===== config.mk =====
export PLATFORM = sky130hd
export DESIGN_NAME = tube_scan_driver
export DESIGN_NICKNAME = d
export VERILOG_FILES = /design/src/rtl/tube_scan_driver.sv
export SDC_FILE = /design/constraint.sdc
export NUM_CORES = 1
export LEC_CHECK = 0
export BUFFER_PORTS_ARGS = -buffer_cell sky130_fd_sc_hd__buf_2
export CORE_ASPECT_RATIO = 0.7
export CORE_MARGIN = 3
export CORE_UTILIZATION = 52
export DETAILED_ROUTE_END_ITERATION = 10
export GPL_TIMING_DRIVEN = 0
export PLACE_DENSITY_LB_ADDON = 0.08
export SLEW_MARGIN = 20
export SYNTH_ARGS = -nofsm -noshare
export SYNTH_HDL_FRONTEND = slang
export SYNTH_SLANG_ARGS = --single-unit

===== constraint.sdc =====
create_clock -name clk -period 2 [get_ports clk]
set_clock_uncertainty 0.1 [all_clocks]
set_input_delay 0.1 -clock clk [delete_from_list [all_inputs] [get_ports clk]]
set_output_delay 0.1 -clock clk [all_outputs]
set_load 0.02 [all_outputs]

===== src/rtl/tube_scan_driver.sv =====
// -----------------------------------------------------------------------------
// tube_scan_driver
//
// Time-multiplexed scan driver for a multi-digit 7-segment display. A
// 4*DIGITS-bit hex value is shown one nibble at a time. Each digit stays lit
// for DIV clock cycles, and a full frame lasts DIV*DIGITS cycles. New values
// enter through a load/ready handshake into a shadow register. They are
// copied to the displayed register only at the end of a frame, so a frame
// never mixes two values.
//
// Parameters:
//   DIGITS     number of digits (1..8)
//   DIV        clock cycles each digit stays lit (>= 1)
//
// Ports:
//   clk        system clock, rising-edge active
//   reset      synchronous, active-high reset
//   load       request to capture data (honoured only while ready = 1)
//   data       value to display; nibble i is shown on digit i
//   ready      shadow register empty; a load is accepted this cycle
//   x          nibble of the digit currently lit (to the decoder x[3:0])
//   an         active-low one-hot digit enable
//   frame_done one-cycle pulse on the last cycle of each frame
//
// Optional feature (compile-time macro TUBE_BLANK_LEADING_ZERO_EN):
//   When defined, digits above the most significant nonzero nibble are kept
//   dark (an all ones). Digit 0 is always lit. The scan timing and x are
//   not affected.
// -----------------------------------------------------------------------------
module tube_scan_driver #(
    parameter int DIGITS = 8,
    parameter int DIV    = 50000
) (
    input  logic                  clk,
    input  logic                  reset,
    input  logic                  load,
    input  logic [4*DIGITS-1:0]   data,
    output logic                  ready,
    output logic [3:0]            x,
    output logic [DIGITS-1:0]     an,
    output logic                  frame_done
);

    localparam int CNT_W = (DIV > 1) ? $clog2(DIV) : 1;
    localparam int IDX_W = (DIGITS > 1) ? $clog2(DIGITS) : 1;
    localparam logic [CNT_W-1:0] CNT_LAST = CNT_W'(DIV - 1);
    localparam logic [IDX_W-1:0] IDX_LAST = IDX_W'(DIGITS - 1);

    logic [CNT_W-1:0]    cnt_q, cnt_d;
    logic [IDX_W-1:0]    idx_q, idx_d;
    logic [4*DIGITS-1:0] disp_q, disp_d;
    logic [4*DIGITS-1:0] shadow_q, shadow_d;
    logic                pending_q, pending_d;

    logic tick;
    logic wrap;

    // With DIV=1 the counter is a single bit held at 0, so tick stays high.
    assign tick = (cnt_q == CNT_LAST);
    assign wrap = tick && (idx_q == IDX_LAST);

    always_comb begin
        cnt_d     = tick ? '0 : cnt_q + 1'b1;
        idx_d     = idx_q;
        disp_d    = disp_q;
        shadow_d  = shadow_q;
        pending_d = pending_q;

        if (tick) begin
            idx_d = (idx_q == IDX_LAST) ? '0 : idx_q + 1'b1;
        end

        // A commit needs pending=1, so ready is low and a load in the same
        // cycle is ignored. When nothing is pending, a load on the wrap
        // cycle is captured and commits at the following wrap.
        if (wrap && pending_q) begin
            disp_d    = shadow_q;
            pending_d = 1'b0;
        end else if (load && !pending_q) begin
            shadow_d  = data;
            pending_d = 1'b1;
        end
    end

    always_ff @(posedge clk) begin
        if (reset) begin
            cnt_q     <= '0;
            idx_q     <= '0;
            disp_q    <= '0;
            shadow_q  <= '0;
            pending_q <= 1'b0;
        end else begin
            cnt_q     <= cnt_d;
            idx_q     <= idx_d;
            disp_q    <= disp_d;
            shadow_q  <= shadow_d;
            pending_q <= pending_d;
        end
    end

    assign ready      = !pending_q;
    assign frame_done = wrap;

    // Nibble select and one-hot enable. The loops avoid a variable part-select
    // that could address past the register for non-power-of-two DIGITS.
    always_comb begin
        x = 4'h0;
        for (int i = 0; i < DIGITS; i++) begin
            if (idx_q == IDX_W'(i)) begin
                x = disp_q[4*i +: 4];
            end
        end
    end

`ifdef TUBE_BLANK_LEADING_ZERO_EN
    logic [IDX_W-1:0] msd;

    // Index of the most significant nonzero nibble. It stays 0 for an
    // all-zero value, which keeps digit 0 lit.
    always_comb begin
        msd = '0;
        for (int i = 0; i < DIGITS; i++) begin
            if (disp_q[4*i +: 4] != 4'h0) begin
                msd = IDX_W'(i);
            end
        end
    end

    always_comb begin
        an = '1;
        for (int i = 0; i < DIGITS; i++) begin
            if (idx_q == IDX_W'(i)) begin
                an[i] = 1'b0;
            end
        end
        if (idx_q > msd) begin
            an = '1;
        end
    end
`else
    always_comb begin
        an = '1;
        for (int i = 0; i < DIGITS; i++) begin
            if (idx_q == IDX_W'(i)) begin
                an[i] = 1'b0;
            end
        end
    end
`endif

endmodule

==> results of run 1 <==
[report_power, final]
part	switching (mW)	total, mW	internal (mW)	leakage [nW]
sequential	0.0279	1.74	1.71	0.687
combinational	0.117	0.228	0.111	1.08
clock	0.585	1.28	0.700	0.0977
[cell usage after synthesis, drive strengths merged]
master and count:
a211o 2, nor2b 3, and4 3, nand3b 3
nor3b 2, o22ai 2, and3 3, and4bb 2
xnor2 4, nand2 84, nand4 6, or3 34
nor4bb 2, nand2b 5, a21o 3, o21ai 37
or4 1, nand4b 1, clkinv 1, xor2 8
nor2 24, dfxtp 84, clkbuf 35, buf 3
ha 7, inv 40, a31oi 2, a2111oi 2
o31ai 1, nor3 3, a21boi 2, a21oi 79
nand3 9, or2 2, nor4b 1
[through the flow]
| step | hold slack, ns | utilization [%] | setup WS (ns) | instances | TNS (ns) |
|---|---|---|---|---|---|
| 6_report | 0.2495 | 73.42 | -0.3167 | 696 | -1.056 |
| 5_1_grt | 0.2625 | 73.42 | -0.3894 | 696 | -1.335 |
| 4_1_cts | 0.2343 | 72.74 | -0.2426 | 697 | -0.8417 |
| 3_5_place_dp | 0.2454 | 60.32 | -0.6448 | 641 | -5.948 |
| 3_3_place_gp | 0.2396 | 60.32 | -0.5918 | 641 | -4.378 |
| 2_1_floorplan | 0.1360 | - | 0.005030 | 500 | 0 |
[worst paths after layout]
path / startpoint / to
worst max register to register: cnt_q[11] / idx_q[0]
worst min-delay path: reset / cnt_q[3]
worst max-delay path: idx_q[1] / x[1]
worst min register to register: shadow_q[22] / shadow_q[22]
[worst max-delay path, cell delays in order (launching register included)]
cell	delay [ns]
sky130_fd_sc_hd__dfxtp_4	0.41
sky130_fd_sc_hd__inv_4	0.06
sky130_fd_sc_hd__ha_4	0.18
sky130_fd_sc_hd__nand3b_1	0.23
sky130_fd_sc_hd__a2111oi_4	0.42
sky130_fd_sc_hd__o22ai_2	0.14
sky130_fd_sc_hd__a21boi_2	0.18
sky130_fd_sc_hd__buf_6	0.14
[timing repair]
item,in CTS,in global routing
hold buffers,33,0
endpoints found under the hold margin,33,0
endpoints found under the setup margin,53,49
setup buffers,10,0
pin swaps,13,3
resized for setup,63,18
[cell type report]
type                            count  area, um2  area share [%]
Multi-Input combinational cell    337       2023           39.68
Timing Repair Buffer               90      669.4           13.13
Inverter                           41      171.4           3.362
Sequential cell                    84       1702           33.37
Clock buffer                       13      138.9           2.724
Clock inverter                      2      60.06           1.178
Buffer                             35      216.5           4.245
Tap cell                           94      117.6           2.307
[cell usage in the layout, fill, tap and decap left out, types with 3 or more instances in the layout]
cell type,count
sky130_fd_sc_hd__xnor2_1,4
sky130_fd_sc_hd__clkbuf_1,25
sky130_fd_sc_hd__a21o_1,3
sky130_fd_sc_hd__nor2b_1,3
sky130_fd_sc_hd__nor2_1,23
sky130_fd_sc_hd__clkbuf_8,11
sky130_fd_sc_hd__dfxtp_4,4
sky130_fd_sc_hd__o21ai_0,37
sky130_fd_sc_hd__dfxtp_2,4
sky130_fd_sc_hd__buf_2,45
sky130_fd_sc_hd__dfxtp_1,76
sky130_fd_sc_hd__inv_1,38
sky130_fd_sc_hd__nor3_1,3
sky130_fd_sc_hd__ha_4,6
sky130_fd_sc_hd__clkbuf_2,4
sky130_fd_sc_hd__nand3b_1,3
sky130_fd_sc_hd__nand2b_1,4
sky130_fd_sc_hd__or3_1,34
sky130_fd_sc_hd__dlygate4sd3_1,33
sky130_fd_sc_hd__xor2_1,8
sky130_fd_sc_hd__buf_6,6
sky130_fd_sc_hd__nand2_1,82
sky130_fd_sc_hd__and4_1,3
sky130_fd_sc_hd__nand4_1,5
sky130_fd_sc_hd__buf_4,9
sky130_fd_sc_hd__a21oi_1,78
sky130_fd_sc_hd__nand3_1,9
[logic make-up (layout without fill, tap and decap cells)]
logic type | after synthesis | after routing | share of synthesized area [%]
adders and majority gates | 7 | 7 | 2.290
and+or+nand+nor | 188 | 188 | 25.13
DFF | 84 | 84 | 43.98
buffers and inverters | 79 | 181 | 7.919
xor gates and xnor gates | 12 | 12 | 2.749
AOI/OAI and AO/OA | 130 | 130 | 17.93
[flip-flops by register name (all words and copies together) (netlist names)]
register	flops
disp_q	32
shadow_q	32
cnt_q	16
idx_q	3
pending_q	1
[per-layer routing]
| layer | routed length (um) | vias to the layer above | share of wire [%] | global-route usage, % |
|---|---|---|---|---|
| met5 | 0 | - | 0 | 0 |
| met4 | 181 | 0 | 1.7 | 9.206 |
| met3 | 592 | 24 | 5.7 | 6.234 |
| met2 | 4885 | 99 | 47 | 41.12 |
| met1 | 4784 | 1736 | 46 | 34.25 |
| li1 | - | 1865 | - | - |
==> load_flow_metrics.sql, run 1 <==
INSERT INTO impl_metrics (metric_group, metric, value, unit) VALUES
('run_status', 'outcome', 'finished with violations', ''),
('run_status', 'violations', 'negative setup slack', ''),
('timing', 'tightest_slew', '0.5409', 'ns'),
('timing', 'max-slew-margin-rel', '63.94', '%'),
('timing', 'report.final.setup_viol', '4', ''),
('cts', 'numCtsBuffers', '9', ''),
('timing', 'highest_clock_rate', '431.6', 'MHz'),
('global_route', 'grt_max_degree', '13', ''),
('global_route', 'grt_pass1_wl', '17020', 'um'),
('placed_design', 'detailed_place_hpwl', '6701', 'um'),
('cts', 'tritoncts_clock_tree', 'yes', ''),
('global_route', 'overflow_after_grt', '0', ''),
('cts', 'clkSlewWorstSetupHoldPaths', '0.08', 'ns'),
('synthesis', 'synth.largest_area_cell', 'sky130_fd_sc_hd__dfxtp_1', ''),
('routing', 'drt_first_iter_violations', '280', ''),
('worst_setup_path', 'timing.critical_path.arrival', '2.12', 'ns'),
('cells_and_area', 'final_nets', '640', ''),
('routing', 'drt-vias-per-instance', '5.351', ''),
('global_route', 'number_of_global_route_vias_before_repair', '3518', ''),
('timing', 'period_needed', '2.317', 'ns'),
('synthesis', 'synth_sequential_area_ratio', '43.98', '%'),
('routing', 'drt.antenna.violating_nets', '0', ''),
('cells_and_area', 'fill_cell_count', '567', ''),
('pwr', 'power.ir.vdd_worst', '532.4', 'uV'),
('worst_setup_path', 'critPathMaxFanout', '7', ''),
('pwr', 'total_power', '3.250', 'mW'),
('timing', 'final_critical_path_setup_slack', '-0.3167', 'ns'),
('worst_setup_path', 'worstSetupPathType', 'reg -> out', ''),
('cells_and_area', 'area_growth_syn_to_layout', '33.34', '%'),
('routing', 'route.vias.total', '3724', ''),
('worst_setup_path', 'worstSetupEndpointType', 'output pin', ''),
('routing', 'avgRoutedWirePerCell', '15.01', 'um'),
('synthesis', 'syn_inst', '500', ''),
('synthesis', 'post_synth.cell_area_avg', '7.647', 'um2'),
('min_path', 'path_class_of_the_lowest_slack_min_delay_path', 'in -> reg', ''),
('floorplanning', 'die-width', '108.5', 'um'),
('worst_setup_path', 'regToRegSetupSlack', '0.09', 'ns'),
('synthesis', 'synth.top_cells.by_area', 'sky130_fd_sc_hd__dfxtp_1 (44%), sky130_fd_sc_hd__a21oi_1 (10%), sky130_fd_sc_hd__nand2_1 (8.2%)', ''),
('placed_design', 'placed_area', '4189', 'um2'),
('cts', 'cts_max_path_buffers', '2', ''),
('cts', 'numClockSinks', '84', ''),
('synthesis', 'syn-num-nets', '542', ''),
('routing', 'drt-pass1-iter-count', '5', ''),
('synthesis', 'synth.yosys.warnings', '0', ''),
('job', 'maxCapViolCount', '0', ''),
('floorplanning', 'floorplan.die.height', '77.75', 'um'),
('cells_and_area', 'fin_area', '5099', 'um2'),
('synthesis', 'cell_area_synth', '3824', 'um2'),
('placed_design', 'gp_congestion', '0.8601', ''),
('synthesis', 'postSynthRegisterBits', '84', ''),
('floorplanning', 'dieArea', '8435', 'um2'),
('pwr', 'leakage', '1.861', 'nW'),
('cts', 'cts_root_buffer', 'sky130_fd_sc_hd__clkbuf_8', ''),
('worst_setup_path', 'worst_setup_path_start_kind', 'flip-flop', ''),
('cts', 'clock_latency', '0.36', 'ns'),
('floorplanning', 'rows', '25', ''),
('cts', 'htreeDepth', '3', ''),
('floorplanning', 'floorplan.initialDensity', '55.06', '%'),
('pwr', 'pwr_density_cell', '637.5', 'nW/um2'),
('worst_setup_path', 'ff2ff_path_depth', '6', ''),
('timing', 'rsz0062_at_grt', 'yes', ''),
('routing', 'total_length_of_routed_wires', '10440', 'um'),
('global_route', 'global_route.usage.total', '25.87', '%'),
('synthesis', 'synth_top_cell_area_share', '43.98', '%'),
('cells_and_area', 'insertedDiodeCount', '0', ''),
('cells_and_area', 'fraction_of_layout_instances_using_a_drive_strength_above_1', '19.60', '%'),
('min_path', 'worst_hold_path.num_cells', '3', ''),
('timing', 'slew_viol_final', '0', ''),
('timing', 'timing.final.hold_violations', '0', ''),
('timing', 'final_min_period_over_clock_period', '115.8', '%'),
('worst_setup_path', 'critical_path_required', '1.80', 'ns'),
('synthesis', 'yosys.cell_types.count', '39', ''),
('routing', 'remaining_drc_errors', '0', ''),
('floorplanning', 'placeableCoreArea', '6944', 'um2'),
('global_route', 'grt_antenna_before_repair', '0', ''),
('floorplanning', 'boundaryPins', '49', ''),
('placed_design', 'io_buffers', '47', '');
(Power assumes the default switching activity.)
==> run 2, diff against run 1 <==
Settings changed: ABC_AREA set to 1, CORE_UTILIZATION 52 to 54, CTS_BUF_LIST set to sky130_fd_sc_hd__clkbuf_4 sky130_fd_sc_hd__clkbuf_8.
==> run 2 against run 1 <==
The flow still finishes with violations (negative setup slack). Area after synthesis is 1.4% lower. Flip-flop and latch count stayed put. Register-to-register slack hardly changed. Largest cell class unchanged. Highest routed layer unchanged.
==> load_flow_metrics.sql, run 2 <==
INSERT INTO impl_metrics (metric_group, metric, value, unit) VALUES
('routing', 'drt-pass1-iter-count', '5', ''),
('cts', 'numCtsBuffers', '9', ''),
('worst_setup_path', 'ff2ff_path_depth', '9', ''),
('worst_setup_path', 'cpPeakStageDelay', '0.39', 'ns'),
('routing', 'drt-vias-per-instance', '4.901', ''),
('routing', 'met2WireLength', '4433', 'um'),
('worst_setup_path', 'critical_path.n_buffers_inverters', '3', ''),
('global_route', 'grt_pass1_wl', '15380', 'um'),
('timing', 'worst_hold_slack', '0.3665', 'ns'),
('cells_and_area', 'top_regs', 'disp_q: 32 flops, shadow_q: 32 flops, cnt_q: 16 flops', ''),
('routing', 'drt.antenna.violating_nets', '0', ''),
('synthesis', 'synth.yosys.warnings', '0', ''),
('synthesis', 'synth.top_cells.by_area', 'sky130_fd_sc_hd__dfxtp_1 (45%), sky130_fd_sc_hd__nor2_1 (14%), sky130_fd_sc_hd__nand2_1 (13%)', ''),
('global_route', 'number_of_global_route_vias_before_repair', '3385', ''),
('timing', 'report.final.setup_viol', '4', ''),
('floorplanning', 'floorplan.die.height', '75.91', 'um'),
('placed_design', 'dp_worst_setup_slack', '-0.01035', 'ns'),
('cts', 'numClockSinks', '84', ''),
('synthesis', 'synth_compound_gate_area_share', '8.928', '%'),
('worst_setup_path', 'critical_path_required', '1.80', 'ns'),
('min_path', 'worst_hold_startpoint', 'cnt_q[0]', ''),
('routing', 'remaining_drc_errors', '0', ''),
('cts', 'tritoncts_clock_tree', 'yes', ''),
('timing', 'timing.final.hold_violations', '0', ''),
('routing', 'route.vias.total', '3730', ''),
('synthesis', 'post_synth.cell_area_avg', '6.696', 'um2'),
('synthesis', 'synth.top_cells.by_count', 'sky130_fd_sc_hd__nor2_1 (142), sky130_fd_sc_hd__nand2_1 (130), sky130_fd_sc_hd__dfxtp_1 (84), sky130_fd_sc_hd__inv_1 (69), sky130_fd_sc_hd__o21ai_0 (42)', ''),
('cts', 'clock_latency', '0.36', 'ns'),
('pwr', 'total_power', '3.373', 'mW'),
('floorplanning', 'boundaryPins', '49', ''),
('pwr', 'leakage', '2.360', 'nW'),
('placed_design', 'placedCellCount', '702', ''),
('synthesis', 'cell_area_synth', '3770', 'um2'),
('synthesis', 'synthSimpleGateAreaFrac', '33.75', '%'),
('synthesis', 'synth_sequential_area_ratio', '44.61', '%'),
('pwr', 'pwr_density_cell', '682.9', 'nW/um2'),
('cells_and_area', 'final_nets', '707', ''),
('worst_setup_path', 'cp_slowest_cell', 'sky130_fd_sc_hd__dfxtp_4', ''),
('timing', 'slew_viol_final', '0', ''),
('pwr', 'p_int', '2.560', 'mW'),
('cts', 'clkSlewWorstSetupHoldPaths', '0.09', 'ns'),
('cells_and_area', 'mostFrequentLayoutCells', 'sky130_fd_sc_hd__nor2_1 (139), sky130_fd_sc_hd__nand2_1 (120), sky130_fd_sc_hd__dfxtp_1 (81)', ''),
('synthesis', 'yosys.cell_types.count', '26', ''),
('floorplanning', 'rows', '24', ''),
('timing', 'final_critical_path_setup_slack', '-0.1777', 'ns'),
('pwr', 'power.switching', '0.8128', 'mW'),
('synthesis', 'synthFlopType', 'sky130_fd_sc_hd__dfxtp_1', ''),
('global_route', 'grt_max_degree', '17', ''),
('pwr', 'power.ir.vdd_worst', '404.0', 'uV'),
('pwr', 'share_comb_of_total_power', '7.0', '%'),
('timing', 'highest_clock_rate', '459.2', 'MHz'),
('worst_setup_path', 'cpLargestDelayFamily', 'simple AND/OR/NAND/NOR gates', ''),
('cts', 'cts_max_path_buffers', '2', ''),
('worst_setup_path', 'critical-path-top-cell-by-count', 'sky130_fd_sc_hd__nand2_1', ''),
('run_status', 'outcome', 'finished with violations', ''),
('cells_and_area', 'most_common_library_cell_in_the_layout_ignoring_fill_and_taps', 'sky130_fd_sc_hd__nor2_1', ''),
('timing', 'rsz0062_at_grt', 'yes', ''),
('placed_design', 'detailed_place_hpwl', '6222', 'um'),
('worst_setup_path', 'critPathMaxFanout', '8', ''),
('global_route', 'grt_antenna_before_repair', '0', ''),
('cells_and_area', 'fraction_of_layout_instances_using_a_drive_strength_above_1', '18.51', '%'),
('placed_design', 'placed_area', '4124', 'um2'),
('synthesis', 'yosys-mux-area-fraction', '0', '%'),
('cells_and_area', 'postLayoutCoreUtil', '76.14', '%'),
('routing', 'avgRoutedWirePerCell', '12.46', 'um'),
('routing', 'drt_first_iter_violations', '248', ''),
('synthesis', 'syn_inst', '563', ''),
('routing', 'uppermost_layer_routed', 'met4', ''),
('cells_and_area', 'final_cell_count_no_fill', '761', ''),
('timing', 'tightest_slew', '0.5861', 'ns'),
('worst_setup_path', 'regToRegSetupSlack', '0.08', 'ns'),
('worst_setup_path', 'rr_endpoint', 'disp_q[12]', ''),
('min_path', 'holdPathEnd', 'cnt_q[0]', ''),
('floorplanning', 'floorplan.initialDensity', '58.12', '%'),
('worst_setup_path', 'worstSetupEndpointType', 'output pin', ''),
('pwr', 'clockPowerShare', '40.9', '%'),
('run_status', 'violations', 'negative setup slack', ''),
('routing', 'met1Wirelength', '4289', 'um'),
('synthesis', 'yosysMostFrequentCell', 'sky130_fd_sc_hd__nor2_1', ''),
('global_route', 'global_route.usage.total', '23.43', '%'),
('min_path', 'worst_hold_path.num_cells', '1', ''),
('synthesis', 'postSynthRegisterBits', '84', ''),
('synthesis', 'synth_top_cell_area_share', '44.61', '%'),
('timing', 'period_needed', '2.178', 'ns'),
('worst_setup_path', 'crit_path_cell_chain', 'inv_4, ha_2, nand2_4, o21ai_1, inv_1, nand2_1, nand2_1, nand2_1, nand2_1, nand2_1, nand2_1, nand2_2, buf_6', ''),
('cells_and_area', 'insertedDiodeCount', '0', ''),
('timing', 'setup_total_negative_slack', '-0.4874', 'ns'),
('floorplanning', 'placeableCoreArea', '6486', 'um2'),
('cells_and_area', 'fin_area', '4938', 'um2'),
('synthesis', 'syn-num-nets', '605', ''),
('cells_and_area', 'area_growth_syn_to_layout', '31.00', '%'),
('floorplanning', 'die-width', '105.9', 'um'),
('cells_and_area', 'fill_cell_count', '517', ''),
('cts', 'htreeDepth', '3', ''),
('synthesis', 'synth_xor_xnor_area_share', '0.4647', '%'),
('routing', 'wl_met3', '600', 'um'),
('timing', 'max-slew-margin-rel', '60.93', '%'),
('worst_setup_path', 'timing.critical_path.arrival', '1.98', 'ns'),
('job', 'maxCapViolCount', '0', ''),
('synthesis', 'synthArstFlopShare', '0', '%'),
('timing', 'final_min_period_over_clock_period', '108.9', '%'),
('floorplanning', 'dieArea', '8036', 'um2'),
('placed_design', 'io_buffers', '48', ''),
('synthesis', 'synth.largest_area_cell', 'sky130_fd_sc_hd__dfxtp_1', ''),
('worst_setup_path', 'worst_setup_path_start_kind', 'flip-flop', ''),
('worst_setup_path', 'regToRegStartpoint', 'idx_q[0]', ''),
('synthesis', 'synth_adder_area_share', '2.323', '%'),
('routing', 'total_length_of_routed_wires', '9482', 'um'),
('placed_design', 'gp_congestion', '0.8582', ''),
('synthesis', 'count_of_flip_flops_with_a_built_in_enable_after_synthesis', '0', ''),
('pwr', 'seqPwrFrac', '52.0', '%'),
('global_route', 'overflow_after_grt', '0', ''),
('worst_setup_path', 'worstSetupPathType', 'reg -> out', ''),
('cts', 'cts_root_buffer', 'sky130_fd_sc_hd__clkbuf_8', ''),
('pwr', 'power_switching_share', '24.10', '%'),
('synthesis', 'synth_top_family_by_area', 'simple AND/OR/NAND/NOR gates', ''),
('min_path', 'path_class_of_the_lowest_slack_min_delay_path', 'reg -> reg', '');
[run 2: metal layers]
metal,track usage (%),up-vias
met5,0,-
met3,5.518,20
met2,36.64,115
li1,-,1930
met1,32.04,1665
met4,7.633,0
[run 2: kinds of logic (layout without fill, tap and decap cells)]
group / after synthesis / in the layout
AND/OR/NAND/NOR: 313 / 313
buffers and inverters: 91 / 198
flip-flops: 84 / 84
AO/OA/AOI/OAI: 66 / 66
adder cells (fa/ha/maj): 7 / 7
XOR/XNOR: 2 / 2
[run 2: worst max-delay path by stage]
stage               startpoint          to  slack [ns]  depth (start not counted)
floorplan             idx_q[0]  disp_q[10]        0.17                          9
global placement      idx_q[1]        x[2]        0.01                         15
detailed placement    idx_q[1]        x[0]       -0.01                         15
CTS                   idx_q[1]        x[0]       -0.11                         15
global route          idx_q[0]        x[2]       -0.30                         13
finish                idx_q[0]        x[2]       -0.18                         13
[run 2: final cells by class]
type / instances / area, um2 / share of cell area (%)
multi-input combinational: 388 / 1838 / 37.22
sequential: 84 / 1693 / 34.28
timing repair buffer: 91 / 671.9 / 13.61
inverter: 70 / 274.0 / 5.549
clock buffer: 9 / 123.9 / 2.508
buffer: 21 / 121.4 / 2.458
tap: 91 / 113.9 / 2.306
clock inverter: 7 / 102.6 / 2.078
[run 2: timing repair]
item,CTS,global route
endpoints found under the hold margin,34,0
pin swaps,8,6
hold buffers,34,0
buffers inserted,3,6
endpoints found under the setup margin,4,47
gates resized for setup,38,23
[run 2: worst register-to-register path: stages (launching register included)]
cell and delay (ns):
sky130_fd_sc_hd__dfxtp_4 0.41, sky130_fd_sc_hd__ha_4 0.17, sky130_fd_sc_hd__ha_1 0.14, sky130_fd_sc_hd__clkbuf_4 0.19, sky130_fd_sc_hd__inv_1 0.12, sky130_fd_sc_hd__nor2_4 0.17
sky130_fd_sc_hd__nand2_4 0.13, sky130_fd_sc_hd__buf_4 0.21, sky130_fd_sc_hd__nor2_1 0.13, sky130_fd_sc_hd__nor2_1 0.06
[run 2: power by group through the flow]
stage                     Clock, mW  Sequential, mW  Combinational [mW]
after global placement            0            1.80               0.174
after floorplan                   0            1.79               0.114
after global routing           1.47            1.76               0.265
after CTS                      1.39            1.75               0.233
final                          1.38            1.76               0.237
after detailed placement          0            1.80               0.182
